## config.mk

```make
export PLATFORM = sky130hd
export DESIGN_NAME = pc_ctrl
export DESIGN_NICKNAME = d
export VERILOG_FILES = /design/src/rtl/pc_ctrl.sv
export SDC_FILE = /design/constraint.sdc
export NUM_CORES = 1
export LEC_CHECK = 0
export ABC_AREA = 1
export ABC_CLOCK_PERIOD_IN_PS = 2200
export CAP_MARGIN = 20
export CELL_PAD_IN_SITES_DETAIL_PLACEMENT = 0
export CELL_PAD_IN_SITES_GLOBAL_PLACEMENT = 2
export CORE_ASPECT_RATIO = 0.75
export CORE_MARGIN = 5
export CORE_UTILIZATION = 28
export CTS_CLUSTER_SIZE = 24
export DETAILED_ROUTE_END_ITERATION = 10
export GPL_ROUTABILITY_DRIVEN = 0
export PLACE_DENSITY_LB_ADDON = 0.3
export SETUP_SLACK_MARGIN = 0.05
export SYNTH_ARGS = -nofsm -noshare
export SYNTH_HDL_FRONTEND = slang
export SYNTH_SLANG_ARGS = --single-unit
export TNS_END_PERCENT = 1
```

## constraint.sdc

```tcl
create_clock -name clk -period 2.2 [get_ports clk]
set_input_delay 0.44 -clock clk [delete_from_list [all_inputs] [get_ports clk]]
set_output_delay 0.44 -clock clk [all_outputs]
set_load 0.02 [all_outputs]
```

## src/rtl/pc_ctrl.sv

```systemverilog
// pc_ctrl: control side of the fetch stage.
// Collects PC-redirect events and issues one registered command per clock
// on the pc_place / pc_select / index bus that fetch samples.
// It also runs the interrupt entry sequence: pend, drain, vector, acknowledge.
//
// Ports:
//   clk         rising-edge clock
//   rst_n       synchronous reset, active-low
//   stall       hazard stall, hold PC
//   inst_is_32  current fetched instruction occupies two words
//   exc_valid   hardware exception pulse; exc_code selects vector 0..3
//   int_req     external interrupt request; int_index is its IVT index
//   call_en     resolved call, redirect to the call target
//   ret_en      resolved return, redirect to the popped return address
//   pc_place    redirect code: 0 seq, 1..4 fixed vectors, 5 IVT, 6 ret,
//               7 call, 8 reset
//   pc_select   increment code when pc_place = 0: 0 hold, 1 +1, 2 +2
//   index       IVT offset, updated only when vectoring
//   flush       kill younger in-flight instructions
//   int_ack     one-cycle interrupt acknowledge
//   busy        a sequence is in progress (state is not RUN)
module pc_ctrl #(
  parameter int DRAIN_CYCLES = 3,
  parameter int CNT_W        = 4
) (
  input  logic       clk,
  input  logic       rst_n,
  input  logic       stall,
  input  logic       inst_is_32,
  input  logic       exc_valid,
  input  logic [1:0] exc_code,
  input  logic       int_req,
  input  logic [2:0] int_index,
  input  logic       call_en,
  input  logic       ret_en,
  output logic [3:0] pc_place,
  output logic [1:0] pc_select,
  output logic [2:0] index,
  output logic       flush,
  output logic       int_ack,
  output logic       busy
);

  typedef enum logic [1:0] {RST_VEC, RUN, DRAIN, VEC} state_t;

  state_t           state_reg, state_next;
  logic [CNT_W-1:0] cnt_reg, cnt_next;
  logic             pending_reg, pending_next;
  logic [2:0]       idx_reg, idx_next;
  logic [3:0]       place_reg, place_next;
  logic [1:0]       select_reg, select_next;
  logic [2:0]       index_reg, index_next;
  logic             flush_reg, flush_next;
  logic             ack_reg, ack_next;
  logic             busy_reg, busy_next;

  always_comb begin
    state_next   = state_reg;
    cnt_next     = cnt_reg;
    pending_next = pending_reg;
    idx_next     = idx_reg;
    place_next   = 4'd0;
    select_next  = 2'd0;
    index_next   = index_reg;
    flush_next   = 1'b0;
    ack_next     = 1'b0;

    // Any request not yet held is captured here, so a request that loses
    // to a redirect or a stall is not lost. The first index held wins
    // until the acknowledge clears pending.
    if (int_req && !pending_reg) begin
      pending_next = 1'b1;
      idx_next     = int_index;
    end

    case (state_reg)
      RST_VEC: begin
        place_next = 4'd8;
        flush_next = 1'b1;
        state_next = RUN;
      end
      RUN: begin
        if (exc_valid) begin
          place_next = 4'(exc_code) + 4'd1;
          flush_next = 1'b1;
        end else if (ret_en) begin
          place_next = 4'd6;
          flush_next = 1'b1;
        end else if (call_en) begin
          place_next = 4'd7;
          flush_next = 1'b1;
        end else if ((pending_reg || int_req) && !stall) begin
          flush_next = 1'b1;
          cnt_next   = CNT_W'(DRAIN_CYCLES - 1);
          state_next = DRAIN;
        end else if (!stall) begin
          select_next = inst_is_32 ? 2'd2 : 2'd1;
        end
      end
      DRAIN: begin
        flush_next = 1'b1;
        if (exc_valid) begin
          // Exception wins; pending stays set so entry is retried from RUN.
          place_next = 4'(exc_code) + 4'd1;
          state_next = RUN;
        end else if (cnt_reg == '0) begin
          state_next = VEC;
        end else begin
          cnt_next = cnt_reg - 1'b1;
        end
      end
      VEC: begin
        place_next   = 4'd5;
        index_next   = idx_reg;
        ack_next     = 1'b1;
        flush_next   = 1'b1;
        pending_next = 1'b0;
        state_next   = RUN;
      end
      default: state_next = RST_VEC;
    endcase

    busy_next = (state_next != RUN);
  end

  always_ff @(posedge clk) begin
    if (!rst_n) begin
      state_reg   <= RST_VEC;
      cnt_reg     <= '0;
      pending_reg <= 1'b0;
      idx_reg     <= 3'd0;
      place_reg   <= 4'd0;
      select_reg  <= 2'd0;
      index_reg   <= 3'd0;
      flush_reg   <= 1'b0;
      ack_reg     <= 1'b0;
      busy_reg    <= 1'b1;
    end else begin
      state_reg   <= state_next;
      cnt_reg     <= cnt_next;
      pending_reg <= pending_next;
      idx_reg     <= idx_next;
      place_reg   <= place_next;
      select_reg  <= select_next;
      index_reg   <= index_next;
      flush_reg   <= flush_next;
      ack_reg     <= ack_next;
      busy_reg    <= busy_next;
    end
  end

  assign pc_place  = place_reg;
  assign pc_select = select_reg;
  assign index     = index_reg;
  assign flush     = flush_reg;
  assign int_ack   = ack_reg;
  assign busy      = busy_reg;

endmodule

```

## Yosys cells after proc, flatten, opt, wreduce, memory -nomap -nowiden

Cells that the tools add are included.

- Eq/ne operators: 10
- Bitwise operators: 2
- Add/sub/neg operators: 2
- Reductions and logical operators: 13
- Multiplexer cells: 26

Operators with widths:

| operator | count |
|---|---|
| $mux 4 | 6 |
| $pmux 4 s4 | 1 |
| $mux 2 | 7 |
| $mux 3 | 4 |
| $ne 2x2->1 const B | 6 |
| $pmux 4 s2 | 1 |
| $reduce_and 7->1 | 1 |
| $reduce_or 7->1 | 1 |
| $pmux 2 s3 | 1 |
| $mux 1 | 5 |
| $eq 2x2->1 const B | 2 |
| $logic_not 4->1 | 1 |
| $reduce_or 2->1 | 2 |
| $sub 4x1->4 const B | 1 |
| $add 2x1->3 const B | 1 |
| $reduce_or 3->1 | 1 |
| $eq 2x1->1 const B | 1 |
| $logic_and 1x1->1 | 2 |
| $logic_not 1->1 | 2 |
| $logic_not 2->1 | 1 |
| $ne 2x1->1 const B | 1 |
| $not 1->1 | 2 |
| $pmux 1 s2 | 1 |
| $reduce_bool 2->1 | 1 |
| $logic_or 1x1->1 | 1 |

- Bits of input ports: 13
- Register bits after elaboration: 22
- Output and inout port bits: 12

## Logic depth before layout (Yosys ltp)

- Word-level depth: 8
- Depth in mapped cells: 11
- Gate-level depth less buffers: 11

## Worst setup path after synthesis

OpenSTA, ideal clock, no wires.

- Path kind: register to register
- Start: reg state_reg[0]
- End: reg cnt_reg[0]
- Required time: 2089 ps
- Period minus slack after synthesis: 1357 ps
- Stages on the path, launching flop included: 11
- Arrival: 1246 ps
- Buffers on the path: 0
- Slack: 843 ps
- Path through: dfxtp_1 inv_1 ha_1 nand2_1 inv_2 nor2_2 nand2_2 nor2_4 nand2_1 nand2_1 nor2_1

- Longest elaborated chain between the ends: 3
- Elaborated cells on any way between the ends: 11
- Those cells by class: eq/ne (8); mux (1); reduce/logical (2)

RTL lines:

| element | RTL line | text |
|---|---|---|
| start: declaration | 46 | `state_t state_reg, state_next;` |
| start signal: assignment | 139 | `state_reg <= state_next;` |
| $eq 2x2->1 / $eq 2x1->1 (equally long branches) | 76 | `case (state_reg)` |
| $ne 2x2->1 (no source line) / $reduce_bool 2->1 (equally long branches) | -- |  |
| $reduce_and 7->1 (no source line) | -- |  |
| end signal: assignment | 140 | `cnt_reg <= cnt_next;` |
| end: declaration | 47 | `logic [CNT_W-1:0] cnt_reg, cnt_next;` |

Parallel ways exist; a longest one is shown, timed or not.
A chain may end at the register's enable or synchronous reset.

## Worst setup path after layout

- Start: reg index_reg[1] (netlist: index[1])
- End: out index[1]

RTL lines:

| element | RTL line | text |
|---|---|---|
| start: declaration | 52 | `logic [2:0] index_reg, index_next;` |
| start signal: assignment | 145 | `index_reg <= index_next;` |
| end: declaration | 38 | `output logic [2:0] index,` |

No word-level cell between the ends.

==> impl_results.md <==
- Met2 Use GR: 0.156
- FF+latch count, synth: 22
- Worst R2R Start: state_reg[0]$_SDFF_PN0_
- Vias per cell: 4.43
- Via count: 926
- Wire length of the first global-routing pass: 3.75 mm
- CTS buffer count: 3
- Fillers: 343
- DR iter-0 viols: 48
- Final core utilization: 0.407
- Total global routing overflow: 0
- 1st-pass router iterations: 4
- Post-Synthesis Cells: 141
- Syn Nets: 161
- Worst skew pair latency: 0.27 ns
- Leakage: 0.617 nW
- Met1 usage in global routing: 0.134
- Status: complete, no violations
- Post-CTS setup buffer count: 0
- # resized after CTS: 0
- Post-synth EDFFs: 0
- Die outline width: 79.3 um
- Vias in the first global route: 835
- Die height: 62.0 um
- Power Total: 0.00156 W
- Clock skew: 0.0106 ns
- CP Class: reg -> out
- Largest cells by area after synthesis: dfxtp_1, nand2_1, ha_1
- Inst Count DP: 205
- CTS max path bufs: 2
- Ys async rst share: 0
- Worst-path fanout max: 2
- Clock slew at reported path FFs: 0.08 ns
- Share of layout cells above drive strength 1: 0.0769
- Slew @ Worst Pin: 0.317 ns
- Met3 usage: 0.0274
- Top_reg_cell synth: dfxtp_1
- Synthesized area: 1010 sq um
- Core area: 3380 sq um
- Pwr Density: 1130 nW/um^2
- Most frequent cell after synthesis: nand2_1
- Worst Path Required: 1.76 ns
- Max Cap Viol: 0
- Full die area: 4920 sq um
- Register area share after synthesis: 0.436
- Worst hold start: idx_reg[2]$_SDFFE_PN0P_
- Final Max Slew Viols: 0
- Slowest stage delay, CP: 0.61 ns
- Initial antenna violation count: 0
- CP bufs+invs: 1
- CTS tree: built
- Crit path from: index[1]$_SDFFE_PN0N_
- Synth cell count leaders: nand2_1, dfxtp_1, nor2_1, inv_1, o21ai_0
- Number of antenna diodes: 0
- IO Port Bufs: 24
- Fin nets: 190
- Area growth syn-to-layout: 36.2%
- Final setup viols: 0
- F_max: 0.604 GHz
- Maximum resistive drop on vdd: 0.000344 V
- Synthesis Warnings: 0
- Clk sink count: 22
- Drt total wl: 2.34 mm
- Startpoint Class: flip-flop
- CP endpoint kind: output pin
- Total GRT Usage: 0.101
- Min-delay worst type: reg -> reg
- RSZ-0062 raised after global routing: no
- Starting Density: 0.299
- Largest net degree at the start of global routing: 14
- Largest area contributor in the netlist: dfxtp_1
- # DRC: 0
- Slew HR: 0.787
- Mean Syn Cell Area: 7.16 sq um
- Post-synthesis cell type count: 17
- Routed len/inst: 11.2 um
- Htree depth: 1
- Critical path, cell by cell: clkdlybuf4s50_1
- Final period util: 0.753
- Setup_tns: 0 ns
- Fin. Hold Viols: 0
- Global route hottest layer: met2
- Critical Path AT: 1.22 ns
- Post-layout minimum cycle time: 1.66 ns
- Ports: 25
- Cts hold-fix bufs: 0
- Std cell rows: 18
- Top delay family on crit path: buffers and inverters
- Share of the synthesized area in the top cell type: 0.436
- Post-DP HPWL: 1.89 mm
- Final cell count without fillers: 209
- Clock Tree Root: clkbuf_8
- CP max stage cell: clkdlybuf4s50_1
- Post-route ant nets: 0
## power breakdown
| part | leakage, nW | internal [W] | switching (W) |
|---|---|---|---|
| Clock | 0.0357 | 0.000243 | 0.000131 |
| Sequential | 0.180 | 0.000468 | 0.0000429 |
| Combinational | 0.401 | 0.000266 | 0.000409 |
| Total | 0.617 | 0.000977 | 0.000583 |
## kinds of logic (layout without fill, tap and decap cells)
group / Yosys count / after routing / synth area share
buf+inv: 24 / 52 / 0.0892
fa+ha+maj: 7 / 7 / 0.0867
xor+xnor: 1 / 1 / 0.00868
flops: 22 / 22 / 0.436
compound gates: 20 / 20 / 0.100
simple gates: 67 / 67 / 0.279
## cells in the final DEF, fill, tap and decap left out, drive strengths merged
cell type,n
inv,23
nand2,33
ha,7
bufinv,1
dfxtp,22
o22ai,1
clkdlybuf4s50,24
clkbuf,3
nor2,24
buf,1
nor3,1
nand3,9
o21ai,12
xnor2,1
a21oi,7
## final cells by class
class / instances / area [sq um] / share of cell area
sequential: 22 / 440 / 0.320
clock buffer: 3 / 41.3 / 0.0300
clock inverter: 1 / 30.0 / 0.0218
tap: 40 / 50.0 / 0.0364
multi-input combinational: 95 / 479 / 0.348
inverter: 23 / 86.3 / 0.0628
timing repair buffer: 25 / 248 / 0.180
## worst paths after layout
check	to	slack, ns	cells past startpoint
max	index[1]	0.54	1
min	idx_reg[2]$_SDFFE_PN0P_	0.45	2
max reg2reg	cnt_reg[1]$_SDFFE_PN0P_	0.60	9
min reg2reg	idx_reg[2]$_SDFFE_PN0P_	0.45	2
## metal layers
layer,up-vias,wire length (um),part of all wire
li1,493,-,-
met4,0,36,0.015
met2,21,990,0.42
met5,-,0,0
met1,408,1190,0.51
met3,4,124,0.053
## stage by stage
stage / hold WS, ns / area [sq um] / setup WS (ns)
floorplan: 0.414 / 1010 / 0.843
global placement: 0.436 / 1300 / 0.336
detailed placement: 0.449 / 1300 / 0.332
CTS: 0.460 / 1380 / 0.520
global route: 0.472 / 1380 / 0.448
finish: 0.454 / 1380 / 0.544
Note: power is estimated with default switching activity, not from simulation.
